<file path="src/rtl/pipeline_pkg.sv">
// Shared pipeline definitions: hazard-control FSM encodings, default counter width
// and the register-dependency predicate used by the ID-stage hazard unit.
package pipeline_pkg;

    localparam logic [1:0] ESTADO_RUN   = 2'b00;
    localparam logic [1:0] ESTADO_STALL = 2'b01;

    localparam int LARGURA_CONT_PADRAO = 16;

    typedef struct packed {
        logic pc_write;
        logic ifid_write;
        logic ifid_flush;
        logic idex_bolha;
    } controle_t;

    localparam controle_t CONTROLE_LIVRE = '{pc_write: 1'b1, ifid_write: 1'b1,
                                             ifid_flush: 1'b0, idex_bolha: 1'b0};

    // Register $zero is never a real producer, so it can never create a dependency.
    function automatic logic fonte_depende(input logic [4:0] fonte,
                                           input logic [4:0] destino,
                                           input logic       escreve);
        return escreve && (fonte != 5'd0) && (fonte == destino);
    endfunction

endpackage

</file>
<file path="src/rtl/detector_dependencia.sv">
// Combinational comparator: flags whether the ID sources depend on the EX or MEM destination.
module detector_dependencia
    import pipeline_pkg::*;
(
    input  logic [4:0] id_rs,
    input  logic [4:0] id_rt,
    input  logic       id_usa_rt,
    input  logic [4:0] ex_dest,
    input  logic       ex_regWrite,
    input  logic [4:0] mem_dest,
    input  logic       mem_regWrite,
    output logic       dep_ex,
    output logic       dep_mem
);

    // rt only participates when the instruction actually reads it
    always_comb begin
        dep_ex  = fonte_depende(id_rs, ex_dest, ex_regWrite)
                || (id_usa_rt && fonte_depende(id_rt, ex_dest, ex_regWrite));
        dep_mem = fonte_depende(id_rs, mem_dest, mem_regWrite)
                || (id_usa_rt && fonte_depende(id_rt, mem_dest, mem_regWrite));
    end

endmodule

</file>
<file path="src/rtl/controle_hazard_id.sv">
// ID-stage hazard controller: stall FSM, branch/jump flush and saturating stall counter.
// Build option: define FORWARDING_EN to stall only on load-use hazards.
module controle_hazard_id
    import pipeline_pkg::*;
#(
    parameter int LARGURA_CONT = LARGURA_CONT_PADRAO
) (
    input  logic                    clock,
    input  logic                    reset_n,
    input  logic [4:0]              id_rs,
    input  logic [4:0]              id_rt,
    input  logic                    id_usa_rt,
    input  logic                    id_jump,
    input  logic [4:0]              ex_dest,
    input  logic                    ex_regWrite,
    input  logic                    ex_memRead,
    input  logic [4:0]              mem_dest,
    input  logic                    mem_regWrite,
    input  logic                    ex_branch_taken,
    output logic                    pc_write,
    output logic                    ifid_write,
    output logic                    ifid_flush,
    output logic                    idex_bolha,
    output logic [1:0]              estado,
    output logic [LARGURA_CONT-1:0] contador_stalls
);

    logic                    dep_ex_s;
    logic                    dep_mem_s;
    logic                    load_uso_s;
    logic [1:0]              n_stall_s;
    logic [1:0]              estado_r;
    logic [1:0]              estado_prox_s;
    logic [1:0]              restante_r;
    logic [1:0]              restante_prox_s;
    controle_t               ctrl_s;
    logic [LARGURA_CONT-1:0] contador_r;

    detector_dependencia u_detector (
        .id_rs        (id_rs),
        .id_rt        (id_rt),
        .id_usa_rt    (id_usa_rt),
        .ex_dest      (ex_dest),
        .ex_regWrite  (ex_regWrite),
        .mem_dest     (mem_dest),
        .mem_regWrite (mem_regWrite),
        .dep_ex       (dep_ex_s),
        .dep_mem      (dep_mem_s)
    );

    // Stall length demanded by the instruction currently in ID
    always_comb begin
        load_uso_s = ex_memRead && dep_ex_s;
        n_stall_s  = 2'd0;
`ifdef FORWARDING_EN
        if (load_uso_s) begin
            n_stall_s = 2'd1;
        end else begin
            n_stall_s = 2'd0;
        end
`else
        if (dep_ex_s || load_uso_s) begin
            n_stall_s = 2'd2;
        end else if (dep_mem_s) begin
            n_stall_s = 2'd1;
        end else begin
            n_stall_s = 2'd0;
        end
`endif
    end

    // Next state, remaining stall cycles and pipeline control; a taken branch overrides all
    always_comb begin
        estado_prox_s   = estado_r;
        restante_prox_s = restante_r;
        ctrl_s          = CONTROLE_LIVRE;
        if (ex_branch_taken) begin
            ctrl_s.ifid_flush = 1'b1;
            ctrl_s.idex_bolha = 1'b1;
            estado_prox_s     = ESTADO_RUN;
            restante_prox_s   = 2'd0;
        end else begin
            case (estado_r)
                ESTADO_RUN: begin
                    if (n_stall_s != 2'd0) begin
                        ctrl_s.pc_write   = 1'b0;
                        ctrl_s.ifid_write = 1'b0;
                        ctrl_s.idex_bolha = 1'b1;
                        restante_prox_s   = n_stall_s - 2'd1;
                        if (n_stall_s > 2'd1) begin
                            estado_prox_s = ESTADO_STALL;
                        end else begin
                            estado_prox_s = ESTADO_RUN;
                        end
                    end else if (id_jump) begin
                        ctrl_s.ifid_flush = 1'b1;
                    end else begin
                        ctrl_s = CONTROLE_LIVRE;
                    end
                end
                ESTADO_STALL: begin
                    ctrl_s.pc_write   = 1'b0;
                    ctrl_s.ifid_write = 1'b0;
                    ctrl_s.idex_bolha = 1'b1;
                    // a corrupted zero count also exits rather than wrapping
                    if (restante_r <= 2'd1) begin
                        restante_prox_s = 2'd0;
                        estado_prox_s   = ESTADO_RUN;
                    end else begin
                        restante_prox_s = restante_r - 2'd1;
                        estado_prox_s   = ESTADO_STALL;
                    end
                end
                default: begin
                    estado_prox_s   = ESTADO_RUN;
                    restante_prox_s = 2'd0;
                end
            endcase
        end
    end

    // Outputs fall back to free-running values whenever reset is held
    always_comb begin
        if (!reset_n) begin
            pc_write   = 1'b1;
            ifid_write = 1'b1;
            ifid_flush = 1'b0;
            idex_bolha = 1'b0;
        end else begin
            pc_write   = ctrl_s.pc_write;
            ifid_write = ctrl_s.ifid_write;
            ifid_flush = ctrl_s.ifid_flush;
            idex_bolha = ctrl_s.idex_bolha;
        end
    end

    // FSM state and remaining-stall register
    always_ff @(posedge clock or negedge reset_n) begin
        if (!reset_n) begin
            estado_r   <= ESTADO_RUN;
            restante_r <= 2'd0;
        end else begin
            estado_r   <= estado_prox_s;
            restante_r <= restante_prox_s;
        end
    end

    // Saturating count of cycles in which the PC was held
    always_ff @(posedge clock or negedge reset_n) begin
        if (!reset_n) begin
            contador_r <= '0;
        end else if (!pc_write && (contador_r != {LARGURA_CONT{1'b1}})) begin
            contador_r <= contador_r + LARGURA_CONT'(1);
        end else begin
            contador_r <= contador_r;
        end
    end

    assign estado          = estado_r;
    assign contador_stalls = contador_r;

endmodule
</file>
<file path="config.mk">
export PLATFORM = sky130hd
export DESIGN_NAME = controle_hazard_id
export DESIGN_NICKNAME = d
export VERILOG_FILES = /design/src/rtl/pipeline_pkg.sv /design/src/rtl/detector_dependencia.sv /design/src/rtl/controle_hazard_id.sv
export SDC_FILE = /design/constraint.sdc
export NUM_CORES = 1
export LEC_CHECK = 0
export ABC_CLOCK_PERIOD_IN_PS = 2500
export CORE_MARGIN = 2
export CORE_UTILIZATION = 43
export CTS_CLUSTER_SIZE = 14
export DETAILED_ROUTE_END_ITERATION = 12
export GPL_TIMING_DRIVEN = 0
export PLACE_DENSITY = 0.81
export SLEW_MARGIN = 20
export SYNTH_ARGS = -nofsm -noshare
export SYNTH_HDL_FRONTEND = slang
export SYNTH_SLANG_ARGS = --single-unit
</file>
<file path="constraint.sdc">
create_clock -name clock -period 2.5 [get_ports clock]
set_clock_uncertainty 0.1 [all_clocks]
set_input_delay 0.375 -clock clock [delete_from_list [all_inputs] [get_ports clock]]
set_output_delay 0.375 -clock clock [all_outputs]
set_load 0.02 [all_outputs]
</file>
==> flow_summary.ini <==
[run_status]
run_status = complete, no violations

[timing]
slew-limit-headroom_pct = 64.7
pins_over_slew_limit = 0
final_hold_slack_ps = 38.0
final-setup-viol-count = 0
final.period_utilization_pct = 99.8
fmax_ghz = 0.401
tightestPinTransition_ps = 529
fin_crit_ps = 2500
grt_setup_unrepaired = true
final_hold_viol_count = 0

[logic_synthesis]
synthCells = 132
synth_cell_area_sq_um = 1270
synthesis.nets = 161
ys_types = 33
post_synth.cell_area_avg_sq_um = 9.62
synth.ff_latch_count = 19
yosysWarnings = 0
synth_edf_count = 0
synth-main-ff-cell = dfrtp_1
async_set_reset_flop_share_out_of_synthesis_pct = 100
seq_area_frac_synth_pct = 37.4

[power]
totalPowerFinal_w = 0.000723
p_leak_nw = 0.849
power_density_nw_per_um2 = 390
ir_drop_mv = 0.307

[setup_path]
timing.critical_path.arrival_ps = 2020
crit_path_max_fanout = 4
crit_required_ps = 2030
end_kind = output port
cp-start-kind = primary input
slowest_stage_cell_on_the_critical_path = or4_4
worstSetupPathType = primary input to output port
stage_delay_of_the_slowest_cell_on_the_critical_path_ps = 520
critical_path.cell_chain = buf_8, or4_4, o21ai_2, nor2_2, a31oi_4, o221a_4, buf_8, nand2b_4, buf_6, buf_6

[global_route]
grt_antenna_before_repair = 0
grt.busiest_layer = met2
gr-usage-met2_pct = 38.4
met1_usage_pct = 21.0
maximum_number_of_pins_on_one_net_before_global_route_repair = 24
global_route.usage.met3_pct = 3.96
grt_first_pass_wirelength_um = 5200
via_count_of_the_first_global_routing_pass = 1197
grt_overflow = 0
gr-usage-all-layers_pct = 19.8

[routing]
routedWlPerCell_um = 14.3
drc = 0
initialDrtViolationCount = 23
drt-pass1-iter-count = 4
viasPerCell = 5.50
postRouteWirelength_um = 3150
drt.antenna.violating_nets = 0
via_total_after_detailed_routing = 1211

[cts]
numClockSinks = 19
clock_tree.htree_level_count = 1
cts_inserted_buffers = 3
master_cell_of_the_clock_root_buffer = clkbuf_4
cts.clk_slew.worst_paths_ps = 100
tritoncts_clock_tree = done
clock_path_buffers = 2
clkLatencyLatePin_ps = 290

[place]
gp_congestion = 0.812
place_inst = 210
hpwlAfterDp_um = 2460
placedInstanceArea_sq_um = 1800
io_buffer_count = 47

[layout]
layout_commonest_cell = clkdlybuf4s50_1
insertedDiodeCount = 0
final_cell_count_no_fill = 220
fin_nets = 219
finish.utilization_pct = 66.7
final_layout_size_suffix_gt1_share_pct = 20.1
stdcell_area_sq_um = 1850
layout.cells.most_common_list = 23 x clkdlybuf4s50_1, 22 x xor2_1, 19 x dfrtp_1
area_delta_synth_final_pct = 46.0

[floorplanning]
chipHeight_um = 58.3
fp.coreArea_sq_um = 2780
boundaryPins = 50
rows = 19
floorplan.initialDensity_pct = 45.7
chipWidth_um = 58.3
dieArea_sq_um = 3400

[worst_hold_path]
min-delay-path-class = primary input to asynchronous set/reset pin

[flow_run]
max_cap_violations = 0
logic make-up (layout without fill, tap and decap cells):
logic type | count (synthesis) | count (layout) | share of synthesized area [%]
AO/OA/AOI/OAI | 9 | 9 | 6.21
XOR/XNOR | 35 | 35 | 24.1
adder cells (fa/ha/maj) | 1 | 1 | 0.985
buffers and inverters | 6 | 63 | 3.84
flip-flops | 19 | 19 | 37.4
multiplexers | 1 | 1 | 0.887
other | 1 | 1 | 0.295
AND/OR/NAND/NOR | 60 | 60 | 26.2
registers in the layout (all words and copies together), names as in the netlist:
name             count
restante_r           2
contador_stalls     16
estado               1
metrics by stage:
step,worst slack (ps),setup TNS (ps)
2_1_floorplan,4.83,0
3_3_place_gp,-1120,-8900
5_1_grt,-47.9,-77.7
4_1_cts,-35.0,-40.1
3_5_place_dp,-1140,-9400
6_report,4.52,0
layer usage:
layer	vias to the layer above	routed length, um
met2	58	1650
met3	8	263
li1	580	-
met1	565	1160
met4	0	78
met5	-	0
repair_timing:
| action | CTS | global route |
|---|---|---|
| pin swaps | 9 | 7 |
| endpoints found under the setup margin | 12 | 5 |
| hold buffers | 0 | 0 |
| resized for setup | 65 | 8 |
| setup buffers | 6 | 1 |
cells in the mapped netlist (2+ instances only):
cell type | n | share of area (%)
a21oi_1 | 4 | 1.6
buf_4 | 2 | 1.2
dfrtp_1 | 19 | 37
nand2_1 | 4 | 1.2
nand2b_1 | 2 | 0.99
nand3_1 | 15 | 5.9
nand4_1 | 4 | 2.0
nor2_1 | 9 | 2.7
nor2b_1 | 3 | 1.5
nor3_1 | 8 | 3.2
nor4_1 | 7 | 3.4
xnor2_1 | 13 | 9.0
xor2_1 | 22 | 15
area by class of cell:
| class | instances | area, sq um |
|---|---|---|
| inverters | 1 | 3.75 |
| plain buffers | 4 | 37.5 |
| well taps | 31 | 38.8 |
| fillers | 243 | 927 |
| flip-flops and latches | 19 | 475 |
| clock buffers | 4 | 26.3 |
| multi-input cells | 107 | 777 |
| repair buffers | 54 | 495 |
power breakdown:
part | leakage (nW) | internal [W] | switching, W
clock | 0.0150 | 0.0000619 | 0.0000879
combinational | 0.571 | 0.000117 | 0.000112
sequential | 0.263 | 0.000325 | 0.0000201
final timing paths:
kind / startpoint / endpoint / slack, ps / cells past startpoint
worst min register to register: contador_stalls[10] / contador_stalls[10] / 400 / 1
min in group clock: contador_stalls[10] / contador_stalls[10] / 400 / 1
worst min-delay path: reset_n / contador_stalls[10] / 40 / 1
worst max-delay path: id_rt[4] / pc_write / 5 / 10
worst max register to register: contador_stalls[0] / contador_stalls[1] / 360 / 7
max in group asynchronous: reset_n / contador_stalls[3] / 1920 / 1
worst max-delay path: cells and delay by family:
kind,cells,cell delay [ps]
AO/OA/AOI/OAI,3,540
AND/OR/NAND/NOR,3,700
buffers and inverters,4,390
Power figures use the tool's default switching activity.
==> variant 1, RTL diff (same flow settings) <==
Add a define of `FORWARDING_EN`.
--- a/src/rtl/controle_hazard_id.sv
+++ b/src/rtl/controle_hazard_id.sv
@@ -1,5 +1,7 @@
 // ID-stage hazard controller: stall FSM, branch/jump flush and saturating stall counter.
 // Build option: define FORWARDING_EN to stall only on load-use hazards.
+`define FORWARDING_EN
+
 module controle_hazard_id
     import pipeline_pkg::*;
 #(
Check against the original RTL: not equivalent (Yosys sat finds a counterexample within 4 cycles, from zero or initial values and one cycle with reset_n low).
==> variant 1 against the original RTL <==
Worst hold slack gained 0.37 ns. Fmax is 5.8% higher. Cell area shrank 14%. Wire length fell by 18%. Synthesized area down 14%. Non-clock buffer count down 8. Worst setup slack improved by 0.14 ns. Sequential cell count stayed put. Via count down 17%. Sequential share of layout area up 4.2 points. Critical endpoint unchanged.
Power is not compared: it rests on default switching activity, and its combinational part moved more than twofold at a synthesized area within 25%.
==> variant 1: results (changes against the original RTL) <==
Status
  • Outcome: finished, final reports clean

GRT
  • First-pass GRT wire length: 4000 um (-23%)
  • Met3 global-route usage: 2.46% (-1.5 points)
  • M1 GR Usage: 19.1% (-1.9 points)
  • Largest net degree at the start of global routing: 23 (-4.2%)
  • M2 GR Usage: 36.3% (-2.0 points)
  • Initial antenna violation count: 0 (unchanged)
  • Vias in the first global route: 973 (-19%)
  • GRT Total Usage: 19.0% (-0.77 points)

Synth
  • Main synth FF type: dfrtp_1
  • Synth cell count leaders: 19 x dfrtp_1, 14 x xnor2_1, 12 x nand2_1, 8 x nand4_1, 8 x xor2_1
  • Post-synth EDFFs: 0 (unchanged)
  • Synth area leaders: dfrtp_1 44%, xnor2_1 11%, xor2_1 6.4%, nand4_1 4.6%, nand2_1 4.1%
  • Distinct cells, synth: 32 (-3.0%)
  • Register area share after synthesis: 43.7% (+6.2 points)
  • Cell count after synthesis: 109 (-17%)
  • Post-Synthesis Net Count: 138 (-14%)

Clocking
  • Clk_lat worst skew: 0.30 ns
  • Root buf cell: clkbuf_4
  • Post CTS Setup Buffer Count: 3 (-3)
  • Worst-path clk slew: 0.12 ns (+0.02 ns)
  • Post-cts resize count: 11 (-83%)
  • H-tree depth: 1 (unchanged)
  • CTS buffer count: 3 (unchanged)

Final layout
  • Fraction of layout cells with a size suffix above 1: 17.5% (-2.6 points)
  • Nets: 190 (-13%)
  • N_diodes: 0 (unchanged)
  • Max FFs per register: 16 (unchanged)

Worst setup path
  • Data arrival time of the worst path: 1.88 ns (-0.14 ns)
  • Crit Reg-Reg Startpoint: contador_stalls[0]$_DFFE_PN0P_
  • Slowest CP cell: clkdlybuf4s50_1
  • Reg2Reg Setup Slack: 0.68 ns (+0.32 ns)
  • Crit path to: pc_write
  • Largest stage delay, worst path: 0.45 ns (-0.07 ns)
  • Top Family by Delay on Critical Path: buffers and inverters
  • Worst setup startpoint: ex_dest[4]
  • Worst R2R End: contador_stalls[10]$_DFFE_PN0P_

Placement
  • Setup WS pre-CTS: -0.616 ns (+0.526 ns)
  • Placed cell area: 0.00155 mm2 (-14%)
  • Cells after DPL: 181 (-14%)
  • I/O Buffers: 42 (-11%)
  • GPL Wtd Cong: 0.759 (-6.5%)
  • Hpwl dp: 2040 um (-17%)

Detailed routing
  • Initial DRT Pass Iterations: 4 (unchanged)
  • Metal2 WL: 1400 um (-15%)
  • Met3 WL: 187 um (-29%)
  • Metal-1 WL: 941 um (-19%)
  • Via count: 1003 (-17%)
  • Average wire per standard cell: 13.7 um (-4.6%)
  • Drt via density: 5.28 (-4.1%)
  • Detailed Route Iter0 Violations: 5 (-78%)

Timing
  • Hold WS: 0.403 ns (+0.365 ns)
  • Fmax: 424 MHz (+5.8%)
  • Relative slew slack: 40.1% (-25 points)

Worst hold path
  • HP Class: flip-flop to flip-flop
  • Hold EP: contador_stalls[8]$_DFFE_PN0P_

Power and ir drop
  • Leakage: 0.676 nW
  • Pwr per Cell Area: roughly 360 mW/mm2
==> variant 1: cell types whose count changed after synthesis, sizes merged, moves of 4 or more <==
cell and delta:
xor2 -14, nor2 -4, nor3 -6, nand2 +9, and3 +5, nor4 -5
nand3 -8, nand4 +4
==> variant 1: cells by family (layout without fill, tap and decap cells) <==
family / count (synthesis) / in the layout / share of synthesized area [%]
and+or+nand+nor: 52 / 52 / 26.7
buffers and inverters: 4 / 55 / 2.76
DFF: 19 / 19 / 43.7
AOI/OAI and AO/OA: 7 / 7 / 4.60
other: 1 / 1 / 0.344
xor gates and xnor gates: 22 / 22 / 17.7
adders and majority gates: 1 / 1 / 1.15
muxes: 3 / 3 / 3.10
==> variant 1: area by class of cell <==
cell class | count | area (um2)
plain buffers | 3 | 26.3
clock buffers | 3 | 22.5
clock inverters | 1 | 5.00
fillers | 227 | 841
inverters | 1 | 3.75
multi-input cells | 86 | 589
flip-flops and latches | 19 | 475
well taps | 30 | 37.5
repair buffers | 47 | 432
==> variant 2, RTL diff (same flow settings) <==
Without the edit above. Reset style: synchronous (`reset_n`), changed in 2 clocked blocks.
--- a/src/rtl/controle_hazard_id.sv
+++ b/src/rtl/controle_hazard_id.sv
@@ -135,7 +135,7 @@
     end
 
     // FSM state and remaining-stall register
-    always_ff @(posedge clock or negedge reset_n) begin
+    always_ff @(posedge clock) begin
         if (!reset_n) begin
             estado_r   <= ESTADO_RUN;
             restante_r <= 2'd0;
@@ -146,7 +146,7 @@
     end
 
     // Saturating count of cycles in which the PC was held
-    always_ff @(posedge clock or negedge reset_n) begin
+    always_ff @(posedge clock) begin
         if (!reset_n) begin
             contador_r <= '0;
         end else if (!pc_write && (contador_r != {LARGURA_CONT{1'b1}})) begin
Behaviour: differs if reset_n is asserted again (counterexample within 4 cycles, from zero or initial values and one cycle with reset_n low); with reset_n held inactive, the same outputs for 10 cycles.
==> variant 2 against the original RTL <==
Worst hold slack improved by 0.30 ns. Largest cell class unchanged. Die area up 2.4%. Worst setup slack lost 0.016 ns. Critical path depth shrank 1. The flow now finishes with violations (negative setup slack). Cell area increased by 3.4%. Sequential cell count did not move. Sequential share of layout area decreased by 5.8 points. Synthesized area increased by 2.6%. Wire length is 16% higher. Total power decreased by 15%.
==> variant 2: results (changes against the original RTL) <==
Status
  • Outcome: finished, violations left
  • Failing checks: negative setup slack

Timing
  • Slew at the pin with the worst max-slew slack: 0.563 ns (+0.0330 ns)
  • Final setup fails: 1 (+1)
  • Worst Setup Slack, final: -0.0111 ns (-0.0156 ns)
  • Post-Route Setup TNS: -0.0111 ns (-0.0111 ns)

Placement
  • Placed cell area: 0.00181 mm2 (+0.69%)
  • Setup WS pre-CTS: -1.16 ns (-0.0215 ns)
  • GPL Wtd Cong: 0.854 (+5.1%)
  • Cells after DPL: 237 (+13%)
  • Hpwl dp: 2650 um (+7.7%)
  • I/O Buffers: 47 (unchanged)

Detailed routing
  • Drt total wl: 3640 um (+16%)
  • Initial DRT Pass Iterations: 4 (unchanged)
  • Drt via density: 5.48 (-0.41%)
  • Detailed Route Iter0 Violations: 53 (+130%)
  • Post-DRT Antenna Nets: 0 (unchanged)

GRT
  • Largest net degree at the start of global routing: 12 (-50%)
  • GRT Total Usage: 23.0% (+3.2 points)
  • Vias in the first global route: 1307 (+9.2%)
  • First-pass GRT wire length: 6080 um (+17%)
  • Initial antenna violation count: 0 (unchanged)

Synth
  • Synth warn: 0 (unchanged)
  • Synth cell count leaders: 19 x dfxtp_1, 19 x nand2_1, 13 x a21oi_1, 13 x xnor2_1, 11 x nor2_1
  • Syn Area/Cell: 8.19 um2 (-15%)
  • Post-synth ARST share: 0% (-100 points)
  • Post-synthesis compound-gate area fraction: 16.1% (+9.9 points)
  • Register area share after synthesis: 29.2% (-8.2 points)
  • Post-Synth Adder-Cell Area: 0.961% (-0.025 points)
  • Post-Synthesis Net Count: 188 (+17%)
  • Main synth FF type: dfxtp_1
  • XOR/XNOR share of the synthesized area: 14.1% (-10 points)
  • Distinct cells, synth: 42 (+27%)
  • Multiplexer share of the synthesized area: 3.84% (+3.0 points)
  • Synth area leaders: dfxtp_1 29%, xnor2_1 8.7%, nand2_1 5.5%, xor2_1 5.4%, a21oi_1 5.0%

Clocking
  • Worst-path clk slew: 0.10 ns (about the same)
  • Root buf cell: clkbuf_4
  • H-tree depth: 1 (unchanged)
  • Post-cts resize count: 66 (+1.5%)
  • Post CTS Setup Buffer Count: 8 (+2)
  • CTS buffer count: 3 (unchanged)
  • Clk buf depth: 2 (unchanged)
  • Clk_lat worst skew: 0.30 ns

Final layout
  • Max FFs per register: 16 (unchanged)
  • Post-Layout Cell Count: 247 (+12%)
  • Fraction of layout cells with a size suffix above 1: 19.4% (-0.66 points)
  • N_diodes: 0 (unchanged)

Power and ir drop
  • Worst VDD drop: 0.272 mV (-12%)
  • Leakage: 0.679 nW (-20%)

Worst setup path
  • Data arrival time of the worst path: 2.04 ns (+0.02 ns)
  • Critical path fanouts, max: 4 (unchanged)

Worst hold path
  • HP Class: flip-flop to flip-flop
variant 2: changes by cell type in the layout (fill, tap and decap cells not counted), moves of 5 or more:
cell	delta
nand3_1	-8
nor3_1	-8
dlygate4sd2_1	+7
nand2_1	+15
dfrtp_1	-19
a21oi_1	+6
dfxtp_1	+19
mux2i_1	+5
xor2_1	-14
nor4_1	-5
variant 2: worst max-delay path, cell delays in order:
cell	delay (ns)
buf_8	0.09
or4_4	0.54
o21ai_4	0.17
nor3_2	0.06
a311oi_2	0.26
and2_4	0.24
a21oi_2	0.06
nor2_2	0.11
buf_6	0.13
variant 2: layout make-up:
cell class | count | area, um2
inverters | 3 | 11.3
flip-flops and latches | 19 | 380
plain buffers | 5 | 43.8
repair buffers | 56 | 519
multi-input cells | 129 | 897
well taps | 31 | 38.8
clock buffers | 4 | 26.3
fillers | 249 | 888
variant 2: path summary, 6_finish.rpt:
check                                                      from                               end  slack (ns)  depth (start not counted)
worst max register to register  contador_stalls[0]$_SDFFE_PN0P_  contador_stalls[10]$_SDFFE_PN0P_        0.27                          8
worst min register to register       restante_r[1]$_SDFFE_PP0P_        restante_r[1]$_SDFFE_PP0P_        0.34                          2
worst min-delay path                 restante_r[1]$_SDFFE_PP0P_        restante_r[1]$_SDFFE_PP0P_        0.34                          2
worst max-delay path                                   id_rt[3]                        ifid_flush       -0.01                          9
variant 2: metal layers:
metal  vias up  wire [um]  GRT usage (%)
li1        688          -              -
met1       615       1550           29.0
met2        42       1850           37.9
met3         9        148           3.28
met4         0         89           12.3
met5         -          0              0
variant 2: where the power goes:
group / total (mW) / switching [mW] / internal [mW]
logic: 0.152 / 0.0764 / 0.0760
registers: 0.305 / 0.00109 / 0.303
clock network: 0.157 / 0.0953 / 0.0622
